**src/rtl/tft_pkg.sv**
```systemverilog
// rtl/tft_pkg.sv - shared constants for the TFT timing generator
//
// Purpose: pixel-source mode encoding, RGB channel widths for the two
// legal pixel formats and the default 800x480 panel timing.
// Ports: none (package).

package tft_pkg;

   // Pixel source selected by the Mode input
   typedef enum logic [1:0] {
      MODE_PASS  = 2'd0,
      MODE_SOLID = 2'd1,
      MODE_BARS  = 2'd2,
      MODE_GRID  = 2'd3
   } tft_mode_e;

   // Channel widths, RGB565
   localparam int RGB565_R_W = 5;
   localparam int RGB565_G_W = 6;
   localparam int RGB565_B_W = 5;

   // Channel widths, RGB888
   localparam int RGB888_R_W = 8;
   localparam int RGB888_G_W = 8;
   localparam int RGB888_B_W = 8;

   // Default 800x480 timing (1056 x 525 total)
   localparam int DEF_H_SYNC   = 1;
   localparam int DEF_H_BACK   = 45;
   localparam int DEF_H_ACTIVE = 800;
   localparam int DEF_H_FRONT  = 210;
   localparam int DEF_V_SYNC   = 1;
   localparam int DEF_V_BACK   = 23;
   localparam int DEF_V_ACTIVE = 480;
   localparam int DEF_V_FRONT  = 21;

endpackage

```
**src/rtl/tft_pattern_gen.sv**
```systemverilog
// rtl/tft_pattern_gen.sv - test-pattern pixel source for modes 1-3
//
// Purpose: produces the solid, colour-bar and grid pixels. Mode 0
// (passthrough) yields zero here; the top selects data_in instead.
// Ports:
//   mode   in  tft_mode_e  latched pixel-source mode
//   solid  in  DATA_W      latched solid colour
//   x      in  4           low nibble of the active x coordinate
//   y      in  4           low nibble of the active y coordinate
//   bar    in  3           colour-bar index 0..7
//   pixel  out DATA_W      generated pixel

module tft_pattern_gen
   import tft_pkg::*;
#(
   parameter int DATA_W = 16
) (
   input  tft_mode_e         mode,
   input  logic [DATA_W-1:0] solid,
   input  logic [3:0]        x,
   input  logic [3:0]        y,
   input  logic [2:0]        bar,
   output logic [DATA_W-1:0] pixel
);

   localparam int R_W = (DATA_W == 24) ? RGB888_R_W : RGB565_R_W;
   localparam int G_W = (DATA_W == 24) ? RGB888_G_W : RGB565_G_W;
   localparam int B_W = (DATA_W == 24) ? RGB888_B_W : RGB565_B_W;

   always_comb begin
      pixel = '0;
      case (mode)
         MODE_SOLID: pixel = solid;
         // Each bar-index bit drives one whole colour channel
         MODE_BARS:  pixel = DATA_W'({{R_W{bar[2]}}, {G_W{bar[1]}}, {B_W{bar[0]}}});
         MODE_GRID:  pixel = ((x == 4'd0) || (y == 4'd0)) ? '1 : '0;
         default:    pixel = '0;
      endcase
   end

endmodule

```
**src/rtl/tft_timing_gen.sv**
```systemverilog
// rtl/tft_timing_gen.sv - TFT panel timing and pixel output generator
//
// Purpose: runs the horizontal/vertical raster counters, requests pixels
// during the active window, and drives registered DE/HS/VS/RGB one cycle
// after the counter state they describe.
// Ports:
//   Clk          in  1       pixel clock
//   Rst          in  1       asynchronous active-high reset
//   En           in  1       timing run enable
//   Mode         in  2       0 passthrough, 1 solid, 2 colour bars, 3 grid
//   Solid        in  DATA_W  solid colour for mode 1
//   data_in      in  DATA_W  pixel answering the current data_req
//   data_req     out 1       pixel request (combinational)
//   hcount       out CNT_W   active-relative x of the request, else 0
//   vcount       out CNT_W   active-relative y of the request, else 0
//   TFT_RGB      out DATA_W  pixel output
//   TFT_HS       out 1       line sync
//   TFT_VS       out 1       frame sync
//   TFT_DE       out 1       data enable
//   frame_start  out 1       one-cycle marker at the frame origin

module tft_timing_gen
   import tft_pkg::*;
#(
   parameter int H_SYNC   = DEF_H_SYNC,
   parameter int H_BACK   = DEF_H_BACK,
   parameter int H_ACTIVE = DEF_H_ACTIVE,
   parameter int H_FRONT  = DEF_H_FRONT,
   parameter int V_SYNC   = DEF_V_SYNC,
   parameter int V_BACK   = DEF_V_BACK,
   parameter int V_ACTIVE = DEF_V_ACTIVE,
   parameter int V_FRONT  = DEF_V_FRONT,
   parameter int DATA_W   = 16,
   parameter int CNT_W    = 12,
   parameter bit HS_POL   = 1'b0,
   parameter bit VS_POL   = 1'b0
) (
   input  logic              Clk,
   input  logic              Rst,
   input  logic              En,
   input  logic [1:0]        Mode,
   input  logic [DATA_W-1:0] Solid,
   input  logic [DATA_W-1:0] data_in,
   output logic              data_req,
   output logic [CNT_W-1:0]  hcount,
   output logic [CNT_W-1:0]  vcount,
   output logic [DATA_W-1:0] TFT_RGB,
   output logic              TFT_HS,
   output logic              TFT_VS,
   output logic              TFT_DE,
   output logic              frame_start
);

   localparam int H_TOTAL = H_SYNC + H_BACK + H_ACTIVE + H_FRONT;
   localparam int V_TOTAL = V_SYNC + V_BACK + V_ACTIVE + V_FRONT;
   localparam int BAR_W   = H_ACTIVE / 8;

   localparam logic [CNT_W-1:0] H_LAST   = CNT_W'(H_TOTAL - 1);
   localparam logic [CNT_W-1:0] V_LAST   = CNT_W'(V_TOTAL - 1);
   localparam logic [CNT_W-1:0] H_SYNC_E = CNT_W'(H_SYNC);
   localparam logic [CNT_W-1:0] V_SYNC_E = CNT_W'(V_SYNC);
   localparam logic [CNT_W-1:0] H_ACT_S  = CNT_W'(H_SYNC + H_BACK);
   localparam logic [CNT_W-1:0] H_ACT_E  = CNT_W'(H_SYNC + H_BACK + H_ACTIVE);
   localparam logic [CNT_W-1:0] V_ACT_S  = CNT_W'(V_SYNC + V_BACK);
   localparam logic [CNT_W-1:0] V_ACT_E  = CNT_W'(V_SYNC + V_BACK + V_ACTIVE);
   localparam logic [CNT_W-1:0] BAR_LAST = CNT_W'(BAR_W - 1);

   logic [CNT_W-1:0]  h_cnt;
   logic [CNT_W-1:0]  v_cnt;
   logic              h_act;
   logic              v_act;
   logic              frame_org;
   tft_mode_e         mode_lat;
   logic [DATA_W-1:0] solid_lat;
   logic [CNT_W-1:0]  bar_px;
   logic [2:0]        bar_idx;
   logic [DATA_W-1:0] pat_pix;
   logic [DATA_W-1:0] pix;

   // Raster counters; En=0 parks them at the origin so a restart is a fresh frame
   always_ff @(posedge Clk or posedge Rst) begin
      if (Rst) begin
         h_cnt <= '0;
         v_cnt <= '0;
      end else if (!En) begin
         h_cnt <= '0;
         v_cnt <= '0;
      end else if (h_cnt == H_LAST) begin
         h_cnt <= '0;
         v_cnt <= (v_cnt == V_LAST) ? '0 : v_cnt + 1'b1;
      end else begin
         h_cnt <= h_cnt + 1'b1;
      end
   end

   // Request stage
   always_comb begin
      h_act     = (h_cnt >= H_ACT_S) && (h_cnt < H_ACT_E);
      v_act     = (v_cnt >= V_ACT_S) && (v_cnt < V_ACT_E);
      data_req  = En && h_act && v_act;
      hcount    = data_req ? (h_cnt - H_ACT_S) : '0;
      vcount    = data_req ? (v_cnt - V_ACT_S) : '0;
      frame_org = (h_cnt == '0) && (v_cnt == '0);
   end

   // Mode/colour only change at the frame origin so a frame is never mixed
   always_ff @(posedge Clk or posedge Rst) begin
      if (Rst) begin
         mode_lat  <= MODE_PASS;
         solid_lat <= '0;
      end else if (En && frame_org) begin
         mode_lat  <= tft_mode_e'(Mode);
         solid_lat <= Solid;
      end
   end

   // Bar index tracks the requested pixel without a divider. Bar 7 absorbs
   // any remainder pixels when H_ACTIVE is not a multiple of 8.
   always_ff @(posedge Clk or posedge Rst) begin
      if (Rst) begin
         bar_px  <= '0;
         bar_idx <= '0;
      end else if (!data_req) begin
         bar_px  <= '0;
         bar_idx <= '0;
      end else if ((bar_px == BAR_LAST) && (bar_idx != 3'd7)) begin
         bar_px  <= '0;
         bar_idx <= bar_idx + 3'd1;
      end else begin
         bar_px  <= bar_px + 1'b1;
      end
   end

   tft_pattern_gen #(
      .DATA_W (DATA_W)
   ) u_pattern (
      .mode  (mode_lat),
      .solid (solid_lat),
      .x     (hcount[3:0]),
      .y     (vcount[3:0]),
      .bar   (bar_idx),
      .pixel (pat_pix)
   );

   assign pix = (mode_lat == MODE_PASS) ? data_in : pat_pix;

   // Output stage, one cycle behind the counters
   always_ff @(posedge Clk or posedge Rst) begin
      if (Rst) begin
         TFT_DE      <= 1'b0;
         TFT_RGB     <= '0;
         TFT_HS      <= ~HS_POL;
         TFT_VS      <= ~VS_POL;
         frame_start <= 1'b0;
      end else if (!En) begin
         TFT_DE      <= 1'b0;
         TFT_RGB     <= '0;
         TFT_HS      <= ~HS_POL;
         TFT_VS      <= ~VS_POL;
         frame_start <= 1'b0;
      end else begin
         TFT_DE      <= data_req;
         TFT_RGB     <= data_req ? pix : '0;
         TFT_HS      <= (h_cnt < H_SYNC_E) ? HS_POL : ~HS_POL;
         TFT_VS      <= (v_cnt < V_SYNC_E) ? VS_POL : ~VS_POL;
         frame_start <= frame_org;
      end
   end

endmodule

```
**config.mk**
```make
export PLATFORM = sky130hd
export DESIGN_NAME = tft_timing_gen
export DESIGN_NICKNAME = d
export VERILOG_FILES = /design/src/rtl/tft_pkg.sv /design/src/rtl/tft_pattern_gen.sv /design/src/rtl/tft_timing_gen.sv
export SDC_FILE = /design/constraint.sdc
export NUM_CORES = 1
export LEC_CHECK = 0
export ABC_AREA = 1
export CAP_MARGIN = 20
export CORE_ASPECT_RATIO = 1.75
export CORE_UTILIZATION = 54
export DETAILED_ROUTE_END_ITERATION = 8
export DONT_BUFFER_PORTS = 1
export PLACE_DENSITY_LB_ADDON = 0.3
export SLEW_MARGIN = 20
export SYNTH_ARGS = -nofsm -noshare
export SYNTH_HDL_FRONTEND = slang
export SYNTH_HIERARCHICAL = 1
export SYNTH_SLANG_ARGS = --single-unit
```
**constraint.sdc**
```tcl
create_clock -name Clk -period 2.5 [get_ports Clk]
set_input_delay 0.5 -clock Clk [delete_from_list [all_inputs] [get_ports Clk]]
set_output_delay 0.5 -clock Clk [all_outputs]
set_load 0.02 [all_outputs]
```
Word-level counts from Yosys, hierarchy flattened
Cells that the tools add are included.
{"block": "totals", "register_bits": 77, "in_bits": 37, "output_inout_bits": 45, "word_cells": 67}
{"block": "classes", "n_addsub": 6, "magnitude_cmp": 6, "n_eq_ne": 9, "mux": 22, "n_reduce_logical": 13}
{"operator": "12-bit 2-to-1 mux", "count": 9}
{"operator": "16-bit 2-to-1 mux", "count": 4}
{"operator": "16-bit one-hot mux with 3 select lines", "count": 1}
{"operator": "12-bit by 1-bit adder with 12-bit output (second input constant)", "count": 3}
{"operator": "12-bit logical NOT", "count": 2}
{"operator": "12-bit by 1-bit < comparator with 1-bit output (second input constant)", "count": 2}
{"operator": "12-bit by 10-bit == test with 1-bit output (second input constant)", "count": 1}
{"operator": "12-bit by 11-bit == test with 1-bit output (second input constant)", "count": 1}
{"operator": "12-bit by 7-bit == test with 1-bit output (second input constant)", "count": 1}
{"operator": "12-bit by 5-bit >= comparator with 1-bit output (second input constant)", "count": 1}
{"operator": "12-bit by 6-bit >= comparator with 1-bit output (second input constant)", "count": 1}
{"operator": "12-bit by 10-bit < comparator with 1-bit output (second input constant)", "count": 1}
{"operator": "12-bit by 9-bit < comparator with 1-bit output (second input constant)", "count": 1}
{"operator": "12-bit by 5-bit subtractor with 12-bit output (second input constant)", "count": 1}
{"operator": "12-bit by 6-bit subtractor with 12-bit output (second input constant)", "count": 1}
{"operator": "4-bit logical NOT", "count": 2}
{"operator": "1-bit logical AND", "count": 7}
{"operator": "1-bit 2-to-1 mux", "count": 6}
{"operator": "3-bit 2-to-1 mux", "count": 2}
{"operator": "2-bit == test (second input constant)", "count": 2}
{"operator": "2-bit by 1-bit != test with 1-bit output (second input constant)", "count": 2}
{"operator": "3-bit by 1-bit adder with 3-bit output (second input constant)", "count": 1}
{"operator": "3-bit != test (second input constant)", "count": 1}
{"operator": "2-bit by 1-bit == test with 1-bit output (second input constant)", "count": 1}
{"operator": "2 further kinds", "count": 2}

Logic depth before layout (Yosys ltp)
Gate-level depths: netlist of run 1.
{"block": "logic_depth", "word_depth": 12, "ltp_mapped": 18, "depth_no_buf": 15}

Hierarchy
The synthesis of run 1 kept the hierarchy.
{"module": "tft_timing_gen", "n_inst": 1, "cells_each": 531, "area_each_um2": 4350.4}
{"module": "tft_pattern_gen", "n_inst": 1, "cells_each": 49, "area_each_um2": 245.2}

Worst setup path after synthesis of run 1
OpenSTA, ideal clock, no wires.
{"block": "synth_path", "path_kind": "input -> register", "startpoint": "input En", "endpoint": "register TFT_RGB[10]", "setup_ps": 120, "t_arrival_ps": 2346, "t_required_ps": 2380, "setup_slack_ps": 34, "stages": 18, "n_path_buf": 3, "path_cell_list": "buf_4 inv_2 nor2_1 nand2_1 nor2_1 nand3_1 nor2_1 nand2_2 buf_4 nor2_1 nor2_1 nand2_1 nand2_1 nand2_4 buf_6 nand3_1 mux2i_1 nor2_1"}
{"block": "synth_via", "elab_chain_len": 10}
{"element": "from (decl)", "line": "tft_timing_gen.sv:40", "rtl": "input logic En,"}
{"element": "1-bit logical AND (2 in a row)", "line": "tft_timing_gen.sv:100", "rtl": "data_req = En && h_act && v_act;"}
{"element": "12-bit 2-to-1 mux", "line": "tft_timing_gen.sv:102", "rtl": "vcount = data_req ? (v_cnt - V_ACT_S) : '0;"}
{"element": "net vcount[3]", "line": "tft_timing_gen.sv:46", "rtl": "output logic [CNT_W-1:0] vcount,"}
{"element": "4-bit logical NOT", "line": "tft_pattern_gen.sv:36", "rtl": "MODE_GRID: pixel = ((x == 4'd0) || (y == 4'd0)) ? '1 : '0;"}
{"element": "1-bit logical OR", "line": "tft_pattern_gen.sv:36"}
{"element": "16-bit 2-to-1 mux", "line": "tft_pattern_gen.sv:36"}
{"element": "16-bit one-hot mux with 3 select lines", "line": "tft_pattern_gen.sv:32", "rtl": "case (mode)"}
{"element": "net pat_pix[10]", "line": "tft_timing_gen.sv:77", "rtl": "logic [DATA_W-1:0] pat_pix;"}
{"element": "16-bit 2-to-1 mux", "line": "tft_timing_gen.sv:145", "rtl": "assign pix = (mode_lat == MODE_PASS) ? data_in : pat_pix;"}
{"element": "16-bit 2-to-1 mux", "line": "tft_timing_gen.sv:163", "rtl": "TFT_RGB <= data_req ? pix : '0;"}
{"element": "16-bit 2-to-1 mux", "line": "tft_timing_gen.sv:155", "rtl": "end else if (!En) begin"}
{"element": "to (signal assigned)", "line": "tft_timing_gen.sv:163"}
{"element": "to (decl)", "line": "tft_timing_gen.sv:47", "rtl": "output logic [DATA_W-1:0] TFT_RGB,"}
The timed path passes the listed nets, and every way through them passes these cells.
A chain may end at the register's enable or synchronous reset.

Worst setup path in the final report of run 1
{"block": "layout_path", "startpoint": "register h_cnt[10]", "endpoint": "output hcount[0]"}
{"block": "layout_via", "elab_chain_len": 5}
{"element": "from (decl)", "line": "tft_timing_gen.sv:68", "rtl": "logic [CNT_W-1:0] h_cnt;"}
{"element": "from (signal assigned)", "line": "tft_timing_gen.sv:92", "rtl": "h_cnt <= h_cnt + 1'b1;"}
{"element": "12-bit by 6-bit >= comparator with 1-bit output / 12-bit by 10-bit < comparator with 1-bit output (equally long branches)", "line": "tft_timing_gen.sv:98", "rtl": "h_act = (h_cnt >= H_ACT_S) && (h_cnt < H_ACT_E);"}
{"element": "1-bit logical AND *", "line": "tft_timing_gen.sv:98"}
{"element": "1-bit logical AND * (2 in a row)", "line": "tft_timing_gen.sv:100"}
{"element": "12-bit 2-to-1 mux *", "line": "tft_timing_gen.sv:101", "rtl": "hcount = data_req ? (h_cnt - H_ACT_S) : '0;"}
{"element": "to (decl)", "line": "tft_timing_gen.sv:45", "rtl": "output logic [CNT_W-1:0] hcount,"}
Every way passes the cells marked *; elsewhere a longest branch is shown, timed or not.

==> impl_metrics.env, run 1 <==
export IMPL_status="complete, no violations"
export IMPL_area_delta_synth_final_pct=19.6
export IMPL_hold_viol_final=0
export IMPL_cts_root_buf="clkbuf_16"
export IMPL_synth_cell_types=35
export IMPL_path_clk_slew_ns=0.06
export IMPL_first_pass_iters=5
export IMPL_crit_chain="nor2_2, nand2_1, nor2_1, nand3_2, nor2_4, nand2_4, buf_6, nor2_1, buf_4"
export IMPL_htree_levels=3
export IMPL_seq_area_frac_synth_pct=42.0
export IMPL_synth_nets=627
export IMPL_gp_congestion=0.921
export IMPL_grt_total_usage_pct=26.1
export IMPL_tightest_slew_ns=0.415
export IMPL_dp_hpwl_microns=8050
export IMPL_nets=685
export IMPL_dieHeight_microns=124
export IMPL_cp_slowest_cell="dfrtp_2"
export IMPL_critPathLaunchType="register"
export IMPL_r2r_end="TFT_RGB[13]$_DFF_PP0_"
export IMPL_path_class="reg -> out"
export IMPL_crit_buf_inv=2
export IMPL_drive_above_1_share_pct=25.3
export IMPL_power_leakage_uw=0.00290
export IMPL_drc=0
export IMPL_clockBufferDepth=2
export IMPL_setup_viol=0
export IMPL_numCtsBuffers=9
export IMPL_cap_violations=0
export IMPL_avgViaCountPerCell=5.52
export IMPL_crit_path_max_incr_delay_ns=0.47
export IMPL_wirelength_microns=11400
export IMPL_grt_pass1_wl_microns=17900
export IMPL_syn_inst=580
export IMPL_fmax_mhz=415
export IMPL_wl_per_cell_microns=15.5
export IMPL_final_cell_mix="125 x nand2_1, 92 x nor2_1, 66 x dfrtp_1, 66 x buf_4, 44 x nand3_1"
export IMPL_relSlewSlack_pct=72.3
export IMPL_skew_ns=0.00543
export IMPL_vias=4060
export IMPL_p_switching_uw=843
export IMPL_cts_tree="built"
export IMPL_hold_slack_ns=0.127
export IMPL_crit_arrival_ns=1.91
export IMPL_grt_max_degree=78
export IMPL_rows=44
export IMPL_fin_crit_sh_pct=96.5
export IMPL_die_area_sq_um=8900
export IMPL_port_buffers=0
export IMPL_cp_end_kind="output pin"
export IMPL_timing_rr_start="h_cnt[10]$_DFF_PP0_"
export IMPL_final_common_cell="nand2_1"
export IMPL_p_seq_share_pct=46.1
export IMPL_synth_area_per_cell_sq_um=7.92
export IMPL_worstPathRequired_ns=2.00
export IMPL_drt_iter0_drc=246
export IMPL_irDropWorstVdd_v=0.000446
export IMPL_fp_dieW_microns=71.7
export IMPL_grt_pass1_vias=3861
export IMPL_grt_overflow=0
export IMPL_cp_max_fo=7
export IMPL_power_density_nw_per_um2=548
export IMPL_antennaDiodeCount=0
export IMPL_p_int_uw=2170
export IMPL_io_pins=82
export IMPL_hold_class="in -> async"
export IMPL_reg2regPathDepth=15
export IMPL_ys_seq_elements=77
export IMPL_r2r_slack_ns=0.26
export IMPL_crit_path_frequent_cell="nor2_1"
export IMPL_ant_nets=0
export IMPL_p_comb_share_pct=12.8
export IMPL_ys_warn_count=6
export IMPL_antenna_found_initial=0
export IMPL_min_period_ns=2.41
export IMPL_core_area_sq_um=8260
export IMPL_post_synth_top_area_fraction_pct=40.8
export IMPL_cts_sinks=77
export IMPL_switching_share_pct=28.0
export IMPL_clock_latency_ns=0.34
export IMPL_cts_hold_buf=0
export IMPL_yosysTopAreaCell="dfrtp_1"
export IMPL_crit_family="simple AND/OR/NAND/NOR gates"
export IMPL_start_util_pct=55.7
export IMPL_clockPowerShare_pct=41.1
export IMPL_netlist_area_sq_um=4600
export IMPL_final_util_pct=66.5
export IMPL_drv_slew=0
export IMPL_ys_top_cells_by_area="dfrtp_1 41%, nand2_1 10%, nor2_1 8.2%, nand3_1 5.1%, xor2_1 4.4%"
## logic make-up (layout without fill, tap and decap cells)
kind of cell / after synthesis / count (layout) / synth area share [%]
adder cells (fa/ha/maj): 10 / 10 / 2.72
AO/OA/AOI/OAI: 48 / 48 / 6.10
flip-flops: 77 / 77 / 42.0
buffers and inverters: 70 / 133 / 7.68
multiplexers: 16 / 16 / 3.48
AND/OR/NAND/NOR: 334 / 334 / 33.3
XOR/XNOR: 25 / 25 / 4.76
## area by class of cell
cell class              instances  area, sq um
inverters                      47          179
well taps                      92          115
multi-input cells             433         2420
clock inverters                 7         58.8
repair buffers                 70          553
fillers                       679         2760
clock buffers                   9          225
flip-flops and latches         77         1940
## synthesized netlist by cell type, drive strengths merged
cell type,n
and3,1
dfstp,2
a21oi,15
nand4,15
clkbuf,2
nor2,108
mux2i,16
nand3,51
dfrtp,75
inv,47
o21bai,1
xnor2,2
nand2,140
o21ai,31
xor2,23
o2111ai,1
buf,21
or2,1
ha,10
nor4,1
nor3,17
## per-stage QoR
stage               setup TNS [ns]  std cells  setup slack [ns]  power (uW)  instance area [sq um]
global route              -0.00439        735          -0.00393        3150                   5500
global placement                 0        697            0.0933        1770                   4910
floorplan                        0        580            0.0343        1730                   4600
CTS                              0        715           0.00273        3020                   5230
finish                           0        735            0.0878        3010                   5500
detailed placement               0        697             0.134        1780                   4910
## timing repair
action | CTS | global route
endpoints found under the setup margin | 25 | 41
pin swaps | 2 | 6
gates resized for setup | 8 | 36
buffers inserted | 2 | 20
## layer usage
layer  GRT usage, %  vias up  wire length (microns)
met2           47.6      133                   6410
met4           12.1        0                    267
met3           5.18       21                    605
li1               -     1993                      -
met5              0        -                      0
met1           28.7     1913                   4140
## worst max-delay path by stage
stage                                        to  cells after the start            startpoint
after floorplan           TFT_RGB[10]$_DFF_PP0_                     18                    En
after global placement                 data_req                      8    h_cnt[7]$_DFF_PP0_
after detailed placement              hcount[8]                      8    h_cnt[2]$_DFF_PP0_
after CTS                             vcount[6]                      9  v_cnt[6]$_DFFE_PP0P_
after global routing                 vcount[10]                      9    h_cnt[3]$_DFF_PP0_
final                                 hcount[0]                      9   h_cnt[10]$_DFF_PP0_
## power groups by stage
| stage | Combinational [uW] | Sequential, uW | Clock [uW] |
|---|---|---|---|
| detailed placement | 378 | 1410 | 0 |
| CTS | 379 | 1380 | 1260 |
| global placement | 364 | 1400 | 0 |
| finish | 386 | 1390 | 1240 |
| global route | 444 | 1390 | 1320 |
| floorplan | 339 | 1390 | 0 |
## state kept, by name (all words and copies together), names as in the netlist
| signal | cells |
|---|---|
| TFT_RGB | 16 |
| solid_lat | 16 |
| bar_px | 12 |
| h_cnt | 12 |
| v_cnt | 12 |
| bar_idx | 3 |
| mode_lat | 2 |
| TFT_DE | 1 |
| TFT_HS | 1 |
| TFT_VS | 1 |
| frame_start | 1 |
No activity file was read; power rests on OpenSTA's default activity.
==> run 2, diff against run 1 <==
--- a/config.mk
+++ b/config.mk
@@ -8,10 +8,12 @@
 export ABC_AREA = 1
 export CAP_MARGIN = 20
 export CORE_ASPECT_RATIO = 1.75
+export CORE_MARGIN = 1
 export CORE_UTILIZATION = 54
 export DETAILED_ROUTE_END_ITERATION = 8
 export DONT_BUFFER_PORTS = 1
 export PLACE_DENSITY_LB_ADDON = 0.3
+export SKIP_LAST_GASP = 1
 export SLEW_MARGIN = 20
 export SYNTH_ARGS = -nofsm -noshare
 export SYNTH_HDL_FRONTEND = slang
==> constraint.sdc (replaced) <==
create_clock -name Clk -period 2.5 [get_ports Clk]
set_input_delay 0.25 -clock Clk [delete_from_list [all_inputs] [get_ports Clk]]
set_output_delay 0.25 -clock Clk [all_outputs]
set_load 0.02 [all_outputs]
==> run 2 against run 1 <==
  * Critical endpoint is now hcount[11]
  * Count of clock-buffer cells in the layout did not move
  * Sequential power hardly changed
  * Register-to-register slack improved by 0.02 ns
  * Maximum frequency rose by 2.1%
  * Hold slack worse by 0.11 ns
  * Wire length down 3.5%
  * First-iteration DRC count shrank 12%
  * Non-clock buffer count down 26
  * Critical path depth unchanged
  * Cell area shrank 5.1%
  * Cell count down 3.5%
  * Core utilization fell by 3.4 points
==> impl_metrics.env, run 2 (synthesis results as in run 1) <==
export IMPL_status="complete, no violations"
export IMPL_hold_viol_final=0
export IMPL_multi_input_area_sq_um=2330
export IMPL_r2r_slack_ns=0.28
export IMPL_cp_slowest_cell="dfrtp_1"
export IMPL_reg2regPathDepth=14
export IMPL_grt_pass1_wl_microns=18200
export IMPL_grt_total_usage_pct=26.6
export IMPL_hold_class="in -> reg"
export IMPL_avgViaCountPerCell=5.48
export IMPL_final_common_cell="nand2_1"
export IMPL_largestRegisters="TFT_RGB: 16 flops, solid_lat: 16 flops"
export IMPL_core_area_sq_um=8260
export IMPL_dieHeight_microns=124
export IMPL_nets=659
export IMPL_total_power_uw=3100
export IMPL_r2r_end="TFT_RGB[11]$_DFF_PP0_"
export IMPL_fin_area_sq_um=5220
export IMPL_drt_iter0_drc=216
export IMPL_first_pass_iters=7
export IMPL_antenna_found_initial=0
export IMPL_cap_violations=0
export IMPL_cts_root_buf="clkbuf_16"
export IMPL_wirelength_microns=11000
export IMPL_fmax_mhz=423
export IMPL_regArea_sq_um=1930
export IMPL_fin_crit_sh_pct=94.5
export IMPL_timing_setup_tns_ns=0
export IMPL_crit_arrival_ns=2.11
export IMPL_crit_path_max_incr_delay_ns=0.43
export IMPL_cts_tree="built"
export IMPL_path_class="reg -> out"
export IMPL_skew_ns=0.00910
export IMPL_setup_viol=0
export IMPL_cp_max_fo=5
export IMPL_drv_slew=0
export IMPL_irDropWorstVdd_v=0.000361
export IMPL_grt_pass1_vias=3911
export IMPL_drc=0
export IMPL_grt_overflow=0
export IMPL_fillers=748
export IMPL_cts_sinks=77
export IMPL_power_density_nw_per_um2=594
export IMPL_io_pins=82
export IMPL_die_area_sq_um=8900
export IMPL_htree_levels=3
export IMPL_numCtsBuffers=9
export IMPL_clockBufferDepth=2
export IMPL_grt_max_degree=78
export IMPL_crit_chain="ha_1, nand2_1, buf_4, nand2_1, a21oi_1, nand3_1, xor2_1, nor2_1, buf_4"
export IMPL_rows=44
export IMPL_relSlewSlack_pct=71.9
export IMPL_vias=3884
export IMPL_setup_ws_ns=0.138
export IMPL_critPathLaunchType="register"
export IMPL_hp_start="Solid[0]"
export IMPL_min_period_ns=2.36
export IMPL_cp_end_kind="output pin"
export IMPL_clock_latency_ns=0.34
export IMPL_power_leakage_uw=0.00275
export IMPL_dp_hpwl_microns=8140
export IMPL_worstPathRequired_ns=2.25
export IMPL_worst_hold_path_num_cells=2
export IMPL_antennaDiodeCount=0
export IMPL_gp_congestion=0.940
export IMPL_tightest_slew_ns=0.421
export IMPL_start_util_pct=55.7
export IMPL_path_clk_slew_ns=0.07
export IMPL_wl_per_cell_microns=15.5
export IMPL_area_delta_synth_final_pct=13.5
export IMPL_timing_rr_start="h_cnt[2]$_DFF_PP0_"
export IMPL_port_buffers=0
export IMPL_postPlaceCellArea_sq_um=4860
export IMPL_drive_above_1_share_pct=17.5
export IMPL_final_cell_mix="127 x nand2_1, 100 x nor2_1, 75 x dfrtp_1"
export IMPL_rsz0062_at_grt="false"
export IMPL_whs_endpoint="solid_lat[0]$_DFFE_PP0P_"
export IMPL_ant_nets=0
export IMPL_pre_cts_slack_ns=0.190
export IMPL_fp_dieW_microns=71.7
## run 2: area by class of cell
cell class	instances	share of cell area, %
timing repair buffer	44	6.91
sequential	77	37.0
multi-input combinational	433	44.7
inverter	47	3.38
clock inverter	7	1.49
clock buffer	9	4.32
tap	92	2.21
## run 2: how the worst max path moves through the flow
stage / from / endpoint / cells after the start
4_1_cts: h_cnt[7]$_DFF_PP0_ / hcount[8] / 8
6_report: h_cnt[1]$_DFF_PP0_ / hcount[11] / 9
3_3_place_gp: h_cnt[7]$_DFF_PP0_ / hcount[8] / 8
5_1_grt: h_cnt[2]$_DFF_PP0_ / hcount[11] / 9
2_1_floorplan: v_cnt[4]$_DFFE_PP0P_ / TFT_RGB[10]$_DFF_PP0_ / 16
3_5_place_dp: h_cnt[7]$_DFF_PP0_ / hcount[8] / 8
## run 2: per-stage QoR
stage	hold WS, ns	utilization (%)	instances
2_1_floorplan	0.361	-	580
3_3_place_gp	0.256	58.9	691
3_5_place_dp	0.261	58.9	691
4_1_cts	0.00693	63.0	709
5_1_grt	0.0155	63.2	709
6_report	0.0187	63.2	709
## run 2: power by group
group          internal, uW  switching [uW]  total (uW)
Sequential             1320            61.1        1380
Combinational           153             223         376
Clock                   786             552        1340
## run 2: repair_timing
item / 4_1_cts / 5_1_grt
buffers inserted: 0 / 0
setup endpoints to repair: 9 / 27
cloned: 0 / 0
hold buffers: 2 / 0
hold endpoints to repair: 76 / 0
resized for setup: 4 / 5
## run 2: worst max-delay path: cells and delay by family (launching register included)
kind	cells	cell delay (ns)
flops	1	0.43
fa+ha+maj	1	0.27
compound gates	1	0.28
buf+inv	2	0.26
xor+xnor	1	0.16
simple gates	4	0.38
## run 2: metal layers
metal  track usage (%)  vias up  wire length, microns
met5                 0        -                     0
met4              12.9        0                   342
met3              4.69       25                   495
met2              49.1      112                  6070
met1              28.8     1813                  4110
li1                  -     1934                     -
==> run 3, diff against run 2 <==
--- a/config.mk
+++ b/config.mk
@@ -10,6 +10,7 @@
 export CORE_ASPECT_RATIO = 1.75
 export CORE_MARGIN = 1
 export CORE_UTILIZATION = 54
+export CTS_CLUSTER_SIZE = 10
 export DETAILED_ROUTE_END_ITERATION = 8
 export DONT_BUFFER_PORTS = 1
 export PLACE_DENSITY_LB_ADDON = 0.3
==> results of run 3 <==
Same layout as run 2: the final DEF is identical, and so are final timing and power.
